**src/rtl/hs_pkg.sv**
```systemverilog
// Shared types and default widths for the req/ack handshake responder.
package hs_pkg;

    // Default width of the latency input; maximum latency is 2**HS_LAT_W-1.
    localparam int unsigned HS_LAT_W = 4;

    // Default width of the completed-transaction counter.
    localparam int unsigned HS_CNT_W = 8;

    // Responder phases: idle, counting down the latency, holding ack.
    typedef enum logic [1:0] {
        IDLE = 2'd0,
        WAIT = 2'd1,
        ACK  = 2'd2
    } state_t;

endpackage

```
**src/rtl/hs_sat_cnt.sv**
```systemverilog
// Saturating up-counter: counts inc pulses and holds at all-ones.
module hs_sat_cnt
    import hs_pkg::*;
#(
    parameter int unsigned W = HS_CNT_W
) (
    input  logic         clk,
    input  logic         rst,
    input  logic         inc,
    output logic [W-1:0] count
);

    logic [W-1:0] count_q;
    logic [W-1:0] count_d;

    // Next count: advance on inc unless already saturated.
    always_comb begin
        count_d = count_q;
        if (inc && (count_q != '1)) begin
            count_d = count_q + W'(1);
        end
    end

    // Count register with asynchronous clear.
    always_ff @(posedge clk or posedge rst) begin
        if (rst) begin
            count_q <= '0;
        end else begin
            count_q <= count_d;
        end
    end

    assign count = count_q;

endmodule

```
**src/rtl/hs_responder.sv**
```systemverilog
// Responder end of a four-phase req/ack handshake with programmable latency,
// protocol-violation flag and saturating completed-transaction count.
module hs_responder
    import hs_pkg::*;
#(
    parameter int unsigned LAT_W = HS_LAT_W,
    parameter int unsigned CNT_W = HS_CNT_W
) (
    input  logic             clk,
    input  logic             rst,
    input  logic             req,
    input  logic [LAT_W-1:0] lat,
    input  logic             enable,
    output logic             ack,
    output logic             busy,
    output logic             err,
    output logic [CNT_W-1:0] txn_cnt
);

    state_t           state_q;
    state_t           state_d;
    logic [LAT_W-1:0] cnt_q;
    logic [LAT_W-1:0] cnt_d;
    logic             ack_q;
    logic             ack_d;
    logic             busy_q;
    logic             busy_d;
    logic             err_q;
    logic             err_d;
    logic             done;

    // Next-state, latency countdown, violation detect and completion pulse.
    always_comb begin
        state_d = state_q;
        cnt_d   = cnt_q;
        err_d   = 1'b0;
        done    = 1'b0;

        unique case (state_q)
            IDLE: begin
                // enable only gates acceptance of a new request.
                if (req && enable) begin
                    if (lat == '0) begin
                        state_d = ACK;
                    end else begin
                        state_d = WAIT;
                        cnt_d   = lat - LAT_W'(1);
                    end
                end
            end
            WAIT: begin
                // Withdrawn req wins over a counter that expires this cycle.
                if (!req) begin
                    err_d   = 1'b1;
                    state_d = IDLE;
                end else if (cnt_q == '0) begin
                    state_d = ACK;
                end else begin
                    cnt_d = cnt_q - LAT_W'(1);
                end
            end
            ACK: begin
                // Holding ack while req stays high is legal; only a drop completes.
                if (!req) begin
                    state_d = IDLE;
                    done    = 1'b1;
                end
            end
            default: begin
                state_d = IDLE;
            end
        endcase

        // Outputs are registered decodes of the next state, so they have
        // no combinational path from req.
        ack_d  = (state_d == ACK);
        busy_d = (state_d != IDLE);
    end

    // State, countdown and registered outputs with asynchronous reset.
    always_ff @(posedge clk or posedge rst) begin
        if (rst) begin
            state_q <= IDLE;
            cnt_q   <= '0;
            ack_q   <= 1'b0;
            busy_q  <= 1'b0;
            err_q   <= 1'b0;
        end else begin
            state_q <= state_d;
            cnt_q   <= cnt_d;
            ack_q   <= ack_d;
            busy_q  <= busy_d;
            err_q   <= err_d;
        end
    end

    hs_sat_cnt #(
        .W (CNT_W)
    ) u_txn_cnt (
        .clk   (clk),
        .rst   (rst),
        .inc   (done),
        .count (txn_cnt)
    );

    assign ack  = ack_q;
    assign busy = busy_q;
    assign err  = err_q;

endmodule

```
**config.mk**
```make
export PLATFORM = sky130hd
export DESIGN_NAME = hs_responder
export DESIGN_NICKNAME = d
export VERILOG_FILES = /design/src/rtl/hs_pkg.sv /design/src/rtl/hs_sat_cnt.sv /design/src/rtl/hs_responder.sv
export SDC_FILE = /design/constraint.sdc
export NUM_CORES = 1
export LEC_CHECK = 0
export CAP_MARGIN = 30
export CORE_MARGIN = 2
export CORE_UTILIZATION = 48
export DETAILED_ROUTE_END_ITERATION = 12
export GPL_TIMING_DRIVEN = 0
export PLACE_DENSITY = 0.73
export SYNTH_ARGS = -nofsm -noshare
export SYNTH_HDL_FRONTEND = slang
export SYNTH_SLANG_ARGS = --single-unit
```
**constraint.sdc**
```tcl
create_clock -name clk -period 1.9 [get_ports clk]
set_clock_uncertainty 0.05 [all_clocks]
set_input_delay 0.19 -clock clk [delete_from_list [all_inputs] [get_ports clk]]
set_output_delay 0.19 -clock clk [all_outputs]
set_load 0.02 [all_outputs]
```
# Word-level counts from Yosys, hierarchy flattened
# Index checks and enable logic that the tools add are counted.
# word_totals
wordCells	39
reg_bits	17
in_bits	8
# op_classes
reduce_logical	8
n_addsub	3
eq_ne	8
n_mux	14
# op_table
op	n
4-bit two-way mux	4
2-bit two-way mux	5
8-bit by 1-bit adder with 8-bit output, second input constant	1
4-bit zero test	2
2-bit inequality test, second input constant	4
8-bit inequality test, second input constant	1
4-bit one-hot mux with 2 select lines	1
4-bit by 1-bit subtractor with 4-bit output, second input constant	2
2-bit one-hot mux with 3 select lines	1
5-bit AND reduction	1
2-bit == test, second input constant	2
2-bit nonzero test	2
1-bit two-way mux	3
2-bit by 1-bit == test with 1-bit output, second input constant	1
1-bit logical AND	2
2-bit zero test	1

# Depth between registers and ports, before layout
# Gate-level depths: netlist of run 1.
# logic_depth
depth_word	5
depth_mapped	7
ltp_nobuf	7

# By module
# From an unflattened synthesis of run 1, not the netlist that was laid out.
# unflattened
cells_unflattened	85
hier_area_um2	903.4
# modules_own_cells
mod	area_each_um2	n_inst	seq_area_each_um2	cells_each
hs_responder	484.2	1	225.2	47
hs_sat_cnt	419.2	1	200.2	38

# Worst setup path before layout of run 1
# OpenSTA, ideal clock, no wires.
# synth_path
path_type	register to register
startpoint	register u_txn_cnt.count_q[0], in the netlist u_txn_cnt.count[0]
endpoint	register u_txn_cnt.count_q[1], in the netlist u_txn_cnt.count[1]
path_stages_with_launch	5
required_ns	1.725
setup_slack_ns	0.097
setup_time_ns	0.125
arrival_time_ns	1.628
cell_sequence	dfrtp_1 -> ha_1 -> nand3_1 -> o211ai_1 -> mux2_2
# synth_via
elab_chain_cells	2
word_cells_on_any_way	3
cone_classes	add/sub (1); eq/ne (1); reduce/logical (1)
# synth_rtl
item	line	rtl
start: declaration	hs_sat_cnt.sv:13	logic [W-1:0] count_q;
start signal: assignment	hs_sat_cnt.sv:29	count_q <= count_d;
branches (longest 2 deep; another with 8-bit by 1-bit adder with 8-bit output)	-	
# Parallel ways; which one is timed is not known.
# A chain may end at the register's enable or synchronous reset.

# Final worst setup path of run 1
# layout_path
startpoint	register cnt_q[1]
endpoint	register cnt_q[2]
# layout_via
elab_chain_cells	4
word_cells_on_any_way	7
cone_classes	add/sub (1); eq/ne (1); mux (3); reduce/logical (2)
# layout_rtl
item	line	rtl
start: declaration	hs_responder.sv:22	logic [LAT_W-1:0] cnt_q;
start signal: assignment	hs_responder.sv:90	cnt_q <= cnt_d;
4-bit by 1-bit subtractor with 4-bit output	hs_responder.sv:59	cnt_d = cnt_q - LAT_W'(1);
4-bit two-way mux	hs_responder.sv:56	end else if (cnt_q == '0) begin
4-bit two-way mux	hs_responder.sv:53	if (!req) begin
4-bit one-hot mux with 2 select lines	hs_responder.sv:39	unique case (state_q)
# Parallel ways exist; a longest one is shown, timed or not. The select of a mux whose other input is x is not followed.

==> impl_metrics.py, run 1 <==
metrics = {
    "global_routing": {
        "grt_pass1_vias": 600,
        "overflow": 0,
        "grt_max_degree": 18,
        "antenna_found_initial": 0,
        "grt_first_pass_wirelength_um": 2510,
        "track_usage_pct": 16.7,
    },
    "power_and_ir_drop": {
        "vdd_drop_max_uv": 625,
        "p_per_area_nw_per_um2": 953,
        "power.total_w": 0.00105,
        "power.leakage_nw": 0.513,
    },
    "worst_setup_path": {
        "crit_buf_inv": 1,
        "crit_end": "cnt_q[2]$_DFFE_PP0P_",
        "criticalPathCategory": "reg -> reg",
        "ff2ff_setup_slack_ns": 0.04,
        "end_kind": "flip-flop",
        "r2r_cells": 5,
        "cp.required_ns": 2.06,
        "crit_family": "simple AND/OR/NAND/NOR gates",
        "r2r_end": "cnt_q[2]$_DFFE_PP0P_",
        "reg2reg_from": "cnt_q[1]$_DFFE_PP0P_",
        "path_depth": 5,
        "path_cells": "or4_4 -> a32o_1 -> buf_6 -> o211a_1 -> nor3_2",
        "critPathLaunchType": "flip-flop",
        "cp-startpoint": "cnt_q[1]$_DFFE_PP0P_",
        "slowest_delay_ns": 0.53,
        "arrival_ns": 2.02,
        "path_max_fanout": 8,
        "cp_slowest_cell": "or4_4",
    },
    "detailed_routing": {
        "vias": 685,
        "drt_iter0_markers": 1,
        "wl_per_cell_um": 12.1,
        "antenna_left": 0,
        "vias_per_cell": 5.52,
        "drc": 0,
        "firstDrtPassIters": 3,
        "totalWireLength_um": 1510,
    },
    "yosys": {
        "async_flop_share_pct": 100,
        "synth-edff-count": 0,
        "ys_warn_count": 0,
        "synth.net_count": 92,
        "yosysSeqAreaShare_pct": 50.0,
        "syn_avg_cell_area_um2": 10.4,
        "netlist_area_um2": 851,
        "syn_inst": 82,
        "synth_cell_type_count": 28,
        "ys_seq_elements": 17,
        "ys.flop_type": "dfrtp_1",
    },
    "sta": {
        "worstMarginPinSlew_ns": 0.625,
        "hold_viol_final": 0,
        "period_minus_slack_ns": 1.86,
        "timing.final.crit_share_pct": 97.7,
        "setup_viol": 0,
        "setup_tns_ns": 0,
        "rsz0062_at_grt": "yes",
        "fmax_ghz": 0.539,
        "maxSlewViolCount": 0,
        "slew_headroom_pct": 58.3,
    },
    "layout": {
        "n_antenna_cell": 0,
        "nFillCells": 141,
        "area_growth_pct": 30.0,
        "drive_above_1_share_pct": 11.2,
        "nNetsFinal": 118,
    },
    "floorplanning": {
        "chipHeight_um": 46.1,
        "die_w_um": 46.1,
        "rows": 15,
        "io_pins": 19,
        "die_area_um2": 2130,
        "core-area_um2": 1690,
        "start_util_pct": 50.4,
    },
    "cts": {
        "cts_hold_buf": 0,
        "cts_tree": "built",
        "cts_root_buf": "clkbuf_4",
        "h-tree-depth": 1,
        "worst_skew_pair.late_latency_ns": 0.28,
        "clk_pin_slew_worst_paths_ns": 0.09,
        "cts_sinks": 17,
        "cts_made_buffers": 3,
        "cts_buffer_depth": 2,
    },
    "placement": {
        "place_congestion": 0.795,
        "io_buffers": 18,
        "dpl.hpwl_um": 1120,
    },
    "worst_hold_path": {
        "hp-class": "in -> async",
    },
    "run": {
        "drv_cap": 0,
    },
    "status": {
        "outcome": "finished clean",
    },
}
[synth_stat cells (all sizes together) (2+ instances only)]
cell type | count | area share, %
dfrtp | 17 | 50
xor2 | 6 | 6.2
inv | 4 | 1.8
nor2 | 9 | 4.0
or4 | 2 | 2.2
nand2b | 2 | 1.5
nand2 | 4 | 1.8
nor3 | 7 | 4.1
mux2i | 2 | 2.4
a21oi | 3 | 1.8
mux2 | 3 | 4.0
xnor2 | 2 | 2.1
ha | 2 | 2.9
nand3 | 6 | 3.5
and2 | 2 | 1.5
[cell type report]
cell class	instances	area, µm²	area share [%]
flip-flops and latches	17	425	38.5
multi-input cells	60	404	36.5
repair buffers	21	203	18.3
clock buffers	4	26.3	2.38
well taps	17	21.3	1.92
inverters	4	15.0	1.36
plain buffers	1	11.3	1.02
[power by group]
part,total (W),leakage [nW],switching [W],internal (W)
clock,0.000188,0.0150,0.000107,0.0000814
sequential,0.000520,0.221,0.0000819,0.000438
combinational,0.000346,0.277,0.000160,0.000186
total,0.00105,0.513,0.000349,0.000705
[how the worst min path moves through the flow]
stage,slack [ns],depth (start not counted),end
3_5_place_dp,0.43,1,u_txn_cnt.count[7]$_DFFE_PP0P_
4_1_cts,0.23,2,cnt_q[3]$_DFFE_PP0P_
5_1_grt,0.28,2,u_txn_cnt.count[2]$_DFFE_PP0P_
2_1_floorplan,0.07,1,ack$_DFF_PP0_
6_report,0.23,2,cnt_q[3]$_DFFE_PP0P_
3_3_place_gp,0.44,1,u_txn_cnt.count[6]$_DFFE_PP0P_
[per-layer routing]
| layer | up-vias | GRT usage [%] | wire length (µm) | part of all wire [%] |
|---|---|---|---|---|
| met1 | 329 | 23.0 | 703 | 47 |
| li1 | 342 | - | - | - |
| met4 | 0 | 6.86 | 21 | 1.4 |
| met5 | - | 0 | 0 | 0 |
| met3 | 4 | 3.53 | 38 | 2.5 |
| met2 | 10 | 25.3 | 742 | 49 |
[stage by stage]
stage	cells	hold slack (ns)	setup slack (ns)	cell area, µm²	util (%)
after floorplan	82	0.0661	0.0969	851	-
after global placement	117	0.437	-0.158	1050	62.3
after detailed placement	117	0.434	-0.192	1050	62.3
after CTS	121	0.234	0.0224	1080	63.9
after global routing	124	0.282	-0.0540	1110	65.5
final	124	0.226	0.0440	1110	65.5
[registers in the layout, indices dropped and copies added (netlist names)]
signal	count
u_txn_cnt.count	8
state_q	2
busy	1
ack	1
err	1
cnt_q	4
[cell families (layout without fill, tap and decap cells)]
logic type	Yosys count	in the layout	synth area share, %
AO/OA/AOI/OAI	10	10	7.94
adder cells (fa/ha/maj)	2	2	2.94
buffers and inverters	5	30	3.09
AND/OR/NAND/NOR	35	35	21.5
XOR/XNOR	8	8	8.24
flip-flops	17	17	50.0
multiplexers	5	5	6.32
[placed cells by master, fill, tap and decap left out, drive strengths merged, types with 3 or more instances in the layout]
cell type and instances:
nor2 9, clkbuf 4, nand3 6, dfrtp 17, mux2 3, inv 4, clkdlybuf4s50 18, a21oi 3
nand2 4, buf 4, nor3 7, xor2 6
[what timing repair did]
action,4_1_cts,5_1_grt
resized for setup,0,1
buffers inserted,0,3
hold endpoints to repair,0,0
endpoints found under the setup margin,0,2
(Power assumes the default switching activity.)
==> run 2, diff against run 1 <==
- SLEW_MARGIN: unset -> 15
==> results of run 2 <==
No change in the layout: final DEF, timing and power equal those of run 1.
